### src/rtl/line_buffer_pkg.sv
// line_buffer_pkg: shared types and constants for the line-buffer sequencing stages
package line_buffer_pkg;
  localparam int LBS_COORD_BITS = 12;
  localparam int LBS_MIN_DIM = 1;
  typedef logic [LBS_COORD_BITS-1:0] coord_t;
  typedef enum logic [1:0] {IDLE, PREP, RUN, DRAIN} lbs_state_t;
endpackage

### src/rtl/raster_counter.sv
// raster_counter: x/y raster position counter wrapping at width/height, flags the final pixel
module raster_counter #(
  parameter int W = 12
) (
  input  logic         clk,
  input  logic         reset,
  input  logic         clear,
  input  logic         advance,
  input  logic [W-1:0] width,
  input  logic [W-1:0] height,
  output logic [W-1:0] x,
  output logic [W-1:0] y,
  output logic         last
);
  logic x_end, y_end;
  assign x_end = x == width - W'(1);
  assign y_end = y == height - W'(1);
  assign last = x_end && y_end;
  always_ff @(posedge clk or posedge reset)
    if (reset) begin
      x <= '0;
      y <= '0;
    end else if (clear) begin
      x <= '0;
      y <= '0;
    end else if (advance) begin
      x <= x_end ? '0 : x + W'(1);
      y <= x_end ? (y_end ? '0 : y + W'(1)) : y;
    end
endmodule

### src/rtl/line_buffer_sequencer.sv
// line_buffer_sequencer: gates one raster frame into the multitap shift register and
// emits coordinate/window metadata aligned with the shift register read data
module line_buffer_sequencer import line_buffer_pkg::*; #(
  parameter int COORD_BITS = LBS_COORD_BITS,
  parameter int NUM_TAPS = 3,
  parameter int READ_LATENCY = 1
) (
  input  logic                  clk,
  input  logic                  reset,
  input  logic                  cfg_start,
  input  logic [COORD_BITS-1:0] cfg_width,
  input  logic [COORD_BITS-1:0] cfg_height,
  output logic                  cfg_error,
  output logic                  busy,
  input  logic                  in_valid,
  output logic                  in_ready,
  output logic                  sr_reset,
  output logic [COORD_BITS-1:0] sr_tap_spacing,
  output logic                  sr_in_valid,
  output logic                  out_valid,
  output logic [COORD_BITS-1:0] out_x,
  output logic [COORD_BITS-1:0] out_y,
  output logic                  out_window_valid,
  output logic                  out_frame_done
);
  localparam int MW = 2 * COORD_BITS + 2;
  localparam int DW = $clog2(READ_LATENCY + 1) + 1;
  localparam logic [COORD_BITS-1:0] MIN_DIM = COORD_BITS'(LBS_MIN_DIM);
  localparam logic [DW-1:0] DRAIN_END = DW'(READ_LATENCY);
  lbs_state_t state, next;
  logic [COORD_BITS-1:0] width_q, height_q, tap_q, x, y;
  logic [DW-1:0] dcnt;
  logic last, accept, start_ok, launch;
  logic [MW-1:0] pipe [READ_LATENCY];
  assign start_ok = cfg_width >= MIN_DIM && cfg_height >= MIN_DIM;
  assign launch = state == IDLE && cfg_start && start_ok;
  assign accept = in_valid && in_ready;
  assign sr_in_valid = accept;
  always_ff @(posedge clk or posedge reset)
    if (reset) state <= IDLE;
    else state <= next;
  always_comb begin
    next = state;
    case (state)
      IDLE:    next = launch ? PREP : IDLE;
      PREP:    next = RUN;
      RUN:     next = accept && last ? DRAIN : RUN;
      default: next = dcnt == DRAIN_END ? IDLE : DRAIN;
    endcase
  end
  always_comb begin
    in_ready = state == RUN;
    busy = state != IDLE;
    sr_reset = reset || state == PREP;
    cfg_error = state == IDLE && cfg_start && !start_ok;
    out_frame_done = state == DRAIN && dcnt == DRAIN_END;
    sr_tap_spacing = state == PREP ? width_q - COORD_BITS'(1) : tap_q;
  end
  always_ff @(posedge clk or posedge reset)
    if (reset) begin
      width_q <= '0;
      height_q <= '0;
      tap_q <= '0;
      dcnt <= '0;
    end else begin
      if (launch) begin
        width_q <= cfg_width;
        height_q <= cfg_height;
      end
      if (state == PREP) tap_q <= width_q - COORD_BITS'(1);
      dcnt <= state == DRAIN ? dcnt + DW'(1) : '0;
    end
  raster_counter #(.W(COORD_BITS)) u_raster (
    .clk(clk),
    .reset(reset),
    .clear(state == PREP),
    .advance(accept),
    .width(width_q),
    .height(height_q),
    .x(x),
    .y(y),
    .last(last)
  );
  // Metadata rides alongside the shift register so it lands with the tap data.
  always_ff @(posedge clk or posedge reset)
    if (reset) begin
      for (int i = 0; i < READ_LATENCY; i++) pipe[i] <= '0;
    end else if (state == PREP) begin
      for (int i = 0; i < READ_LATENCY; i++) pipe[i] <= '0;
    end else begin
      pipe[0] <= {accept, y >= COORD_BITS'(NUM_TAPS), x, y};
      for (int i = 1; i < READ_LATENCY; i++) pipe[i] <= pipe[i-1];
    end
  assign {out_valid, out_window_valid, out_x, out_y} = pipe[READ_LATENCY-1];
endmodule

### config.mk
export PLATFORM = sky130hd
export DESIGN_NAME = line_buffer_sequencer
export DESIGN_NICKNAME = d
export VERILOG_FILES = /design/src/rtl/line_buffer_pkg.sv /design/src/rtl/raster_counter.sv /design/src/rtl/line_buffer_sequencer.sv
export SDC_FILE = /design/constraint.sdc
export NUM_CORES = 1
export LEC_CHECK = 0
export ABC_AREA = 1
export BUFFER_PORTS_ARGS = -buffer_cell sky130_fd_sc_hd__buf_2
export CORE_ASPECT_RATIO = 0.6
export CORE_MARGIN = 5
export CORE_UTILIZATION = 57
export DETAILED_ROUTE_END_ITERATION = 16
export GPL_TIMING_DRIVEN = 1
export PLACE_DENSITY = 0.8
export SLEW_MARGIN = 20
export SYNTH_ARGS = -nofsm -noshare
export SYNTH_HDL_FRONTEND = slang
export SYNTH_SLANG_ARGS = --single-unit
### constraint.sdc
create_clock -name clk -period 3.6 [get_ports clk]
set_input_delay 0.36 -clock clk [delete_from_list [all_inputs] [get_ports clk]]
set_output_delay 0.36 -clock clk [all_outputs]
set_load 0.01 [all_outputs]
== Yosys cells after proc, flatten, opt, wreduce, memory -nomap -nowiden ==
Index checks and enable logic that the tools add are counted.
Cells by class
  reduce and logical (&&, ||, !) cells: 15
  $lt $le $gt $ge: 3
  multiplexer cells: 14
  add/subtract/negate cells: 5
  eq/ne operators: 6
Operators with widths (count)
  12-bit 2-to-1 mux: 8
  26-bit 2-to-1 mux: 1
  12-bit by 1-bit adder with 12-bit output (second input constant): 2
  12-bit == test: 2
  12-bit by 1-bit >= comparator with 1-bit output (second input constant): 2
  12-bit by 1-bit subtractor with 12-bit output (second input constant): 2
  12-bit by 2-bit >= comparator with 1-bit output (second input constant): 1
  1-bit logical AND: 8
  2-bit case mux with 3 select lines: 1
  2-bit nonzero test: 3
  2-bit by 1-bit == test with 1-bit output (second input constant): 2
  2-bit == test (second input constant): 2
  2-bit 2-to-1 mux: 2
  2-bit by 1-bit adder with 2-bit output (second input constant): 1
  2-bit logical NOT: 1
  1-bit 2-to-1 mux: 2
  2-bit AND reduction: 1
  1-bit logical NOT: 1
  1-bit logical OR: 1
Storage, ports and cells
  output and inout bits: 44
  input port bits: 28
  word-level logic and storage cells: 51
  flip-flop bits (word level): 90

== Longest topological paths before layout ==
  depth in word-level cells: 6
  gate-level depth with buffers: 17
  depth with buffers taken out: 16

== By module ==
Synthesis repeated with hierarchy kept, for this count alone.
Unflattened totals
  cells, all modules: 746
  area total of the unflattened synthesis: 5401.4 um^2
By module, submodules not included
  line_buffer_sequencer: seq. area each 1651.6 um^2, instances 1, cells an instance 333, area an instance 2876.5 um^2
  raster_counter: seq. area each 600.6 um^2, instances 1, cells an instance 413, area an instance 2524.9 um^2

== Least setup slack after synthesis ==
OpenSTA, ideal clock, no wires.
  kind: in2out
  from: in reset
  to: out sr_reset
  cell stages on the path: 2
  path buffers: 0
  data arrival time: 2575 ps
  required time: 3240 ps
  setup slack: 665 ps
  cell sequence: inv_1 nand2_1
Between the ends
  cells in the longest elaborated chain, start to end: 1
Ends and longest elaborated chain
  start: declaration: line line_buffer_sequencer.sv:9  | input logic reset,
  1-bit logical OR: line line_buffer_sequencer.sv:54  | sr_reset = reset || state == PREP;
  end: declaration: line line_buffer_sequencer.sv:17  | output logic sr_reset,
No other way between the ends.

== Final worst setup path ==
  from: reg state[1]
  to: out sr_tap_spacing[6]
Between the ends
  cells in the longest elaborated chain, start to end: 2
Ends and longest elaborated chain
  start: declaration: line line_buffer_sequencer.sv:30  | lbs_state_t state, next;
  start signal: assignment: line line_buffer_sequencer.sv:41  | else state <= next;
  2-bit by 1-bit == test with 1-bit output: line line_buffer_sequencer.sv:57  | sr_tap_spacing = state == PREP ? width_q - COORD_BITS'(1) : tap_q;
  12-bit 2-to-1 mux
  end: declaration: line line_buffer_sequencer.sv:18  | output logic [COORD_BITS-1:0] sr_tap_spacing,
No other way between the ends.

==> results.yml <==
status:
  status: "finished, final reports clean"
timing:
  period_minus_slack_ns: 2.945
  tightest_slew_ns: 0.9039
  finalCritPeriodShare: 0.8181
  finalSetupViolCount: 0
  drv_slew: 0
  skew_ns: 0.005015
  relSlewSlack: 0.3937
  rsz0062_at_grt: "false"
  finalHoldViolCount: 0
  fmax_mhz: 339.5
  fin_tns_setup_ns: 0
floorplanning:
  coreArea_um2: 8458
  fp.dieH_um: 81.93
  num_io_pins: 72
  rows: 26
  die_w_um: 129.9
  fp.dieArea_um2: 10640
  initial_core_util: 0.5811
finish:
  area_delta_synth_final_pct: 15.76
  insertedDiodeCount: 0
  final-seq-area_um2: 2252
  final_cell_area_um2: 5689
  finalCoreUtilization: 0.6726
  layout_common_cells: "nand2_1 (167), nor2_1 (110), dfrtp_1 (90)"
  nets: 767
  layout-drive-gt1-share: 0.1512
  multi_input_area_um2: 2272
  final_common_cell: "nand2_1"
  filler_cell_count: 720
placed_design:
  placed_cell_area_um2: 5374
  gp_congestion: 1.021
  portBuffers: 71
  hpwl_um: 10320
clock_network:
  post_cts_buffers: 0
  htreeDepth: 3
  clockRootBuffer: "clkbuf_16"
  clk_pin_slew_worst_paths_ns: 0.06
  cts_tree: "built"
  numCtsBuffers: 9
  clock_path_buffers: 2
  postCtsHoldBufs: 0
  clock_latency_ns: 0.35
  cts.repair.resized: 0
  cts_sinks: 90
global_routing:
  grt_pass1_wl_um: 22140
  grt_max_degree: 60
  grt_antenna_before_repair: 0
  grt-ovfl-total: 0
  grt_pass1_vias: 4323
  grt_usage: 0.2737
hold_path:
  worst_hold_path_type: "in -> async"
flow_run:
  maxCapViolCount: 0
synth:
  synth-main-ff-cell: "dfrtp_1"
  ys_seq_elements: 90
  ys_seq_area_frac: 0.4582
  ys_types: 30
  synth.avg_cell_area_um2: 7.469
  syn_nets: 695
  synth_edf_count: 0
  yosysWarnings: 0
  async_reset_ff_frac: 1.000
  synthCells: 658
  synth_area_um2: 4915
worst_setup_path:
  start_kind: "register"
  crit_required_ns: 3.24
  end_kind: "output port"
  r2r_slack_ns: 0.89
  cp.arrival_ns: 2.59
  worst-path-max-fanout: 34
  crit_type: "reg -> out"
route:
  vias_per_cell: 5.699
  num_vias: 4821
  firstDrtPassIters: 6
  avgRoutedWirePerCell_um: 16.64
  drtIter0Drc: 540
  drt-total-wl_um: 14080
  drtAntennaViolNets: 0
  drc_errors: 0
pwr:
  p_leak_nw: 2.978
  ir_drop_mv: 0.3228
  p_per_area_nw_per_um2: 415.4
## power breakdown
part           internal, mW  leakage (nW)  switching [mW]
logic                0.0824          1.76           0.153
clock network         0.608         0.152           0.409
registers              1.07          1.07          0.0431
total                  1.76          2.98           0.606
## stage by stage
stage | hold WS [ns] | std cells | setup WS, ns | power [mW]
floorplan | 0.4090 | 658 | 0.6654 | 1.262
global placement | 0.4193 | 831 | 1.092 | 1.348
detailed placement | 0.4258 | 831 | 1.030 | 1.357
CTS | 0.08254 | 846 | 0.6772 | 2.367
global route | 0.1179 | 846 | 0.4925 | 2.437
finish | 0.07538 | 846 | 0.6547 | 2.363
## cell usage after synthesis, types with 5 or more instances
| cell | number | area [um2] |
|---|---|---|
| nand2_1 | 167 | 626.9 |
| nand3_1 | 58 | 290.3 |
| a31oi_1 | 5 | 31.28 |
| o21ai_0 | 14 | 70.07 |
| nand4_1 | 5 | 31.28 |
| dfrtp_1 | 90 | 2252 |
| nand3b_1 | 10 | 75.07 |
| nor4_1 | 13 | 81.33 |
| clkbuf_1 | 11 | 41.29 |
| inv_1 | 83 | 311.6 |
| a21oi_1 | 26 | 130.1 |
| xor2_1 | 16 | 140.1 |
| ha_1 | 9 | 112.6 |
| nor2_2 | 5 | 31.28 |
| nor2_1 | 110 | 412.9 |
## final cells by class
cell class | instances | share of cell area
Multi-Input combinational cell | 468 | 0.3994
Sequential cell | 90 | 0.3959
Timing Repair Buffer | 75 | 0.06774
Inverter | 86 | 0.05696
Clock buffer | 9 | 0.03959
Tap cell | 112 | 0.02463
Clock inverter | 6 | 0.01583
## sequential cells by signal, summed over array words and instances, names as in the netlist
signal      cells
dcnt            2
height_q       12
pipe           26
state           2
tap_q          12
u_raster.x     12
u_raster.y     12
width_q        12
## critical path, stage by stage, from the launching register on
cell and delay [ns]:
dfrtp_1 0.40, inv_1 0.09, ha_1 0.18, clkinv_1 0.71, o21ai_0 0.64, buf_2 0.22
## path summary, 6_finish.rpt
kind                          startpoint           endpoint  cells after the start
max                             state[1]  sr_tap_spacing[6]                      5
min                                reset          tap_q[10]                      2
max reg2reg                   width_q[8]      u_raster.y[3]                     12
min reg2reg                      dcnt[0]            dcnt[0]                      1
max in group asynchronous          reset         width_q[8]                      3
min in group clk           cfg_height[9]        height_q[9]                      2
## logic make-up (layout without fill, tap and decap cells)
group / Yosys count / after routing / share of synthesized area
adder cells (fa/ha/maj): 9 / 9 / 0.02291
AO/OA/AOI/OAI: 51 / 51 / 0.05372
buffers and inverters: 100 / 176 / 0.07943
AND/OR/NAND/NOR: 385 / 385 / 0.3432
flip-flops: 90 / 90 / 0.4582
multiplexers: 3 / 3 / 0.006873
XOR/XNOR: 20 / 20 / 0.03564
## layer usage
metal	vias up	global-route usage	part of all wire
li1	2228	-	-
met1	2268	0.4283	0.47
met2	299	0.3705	0.39
met3	26	0.08317	0.13
met4	0	0.05394	0.011
met5	-	0	0
No activity file was read; power rests on OpenSTA's default activity.
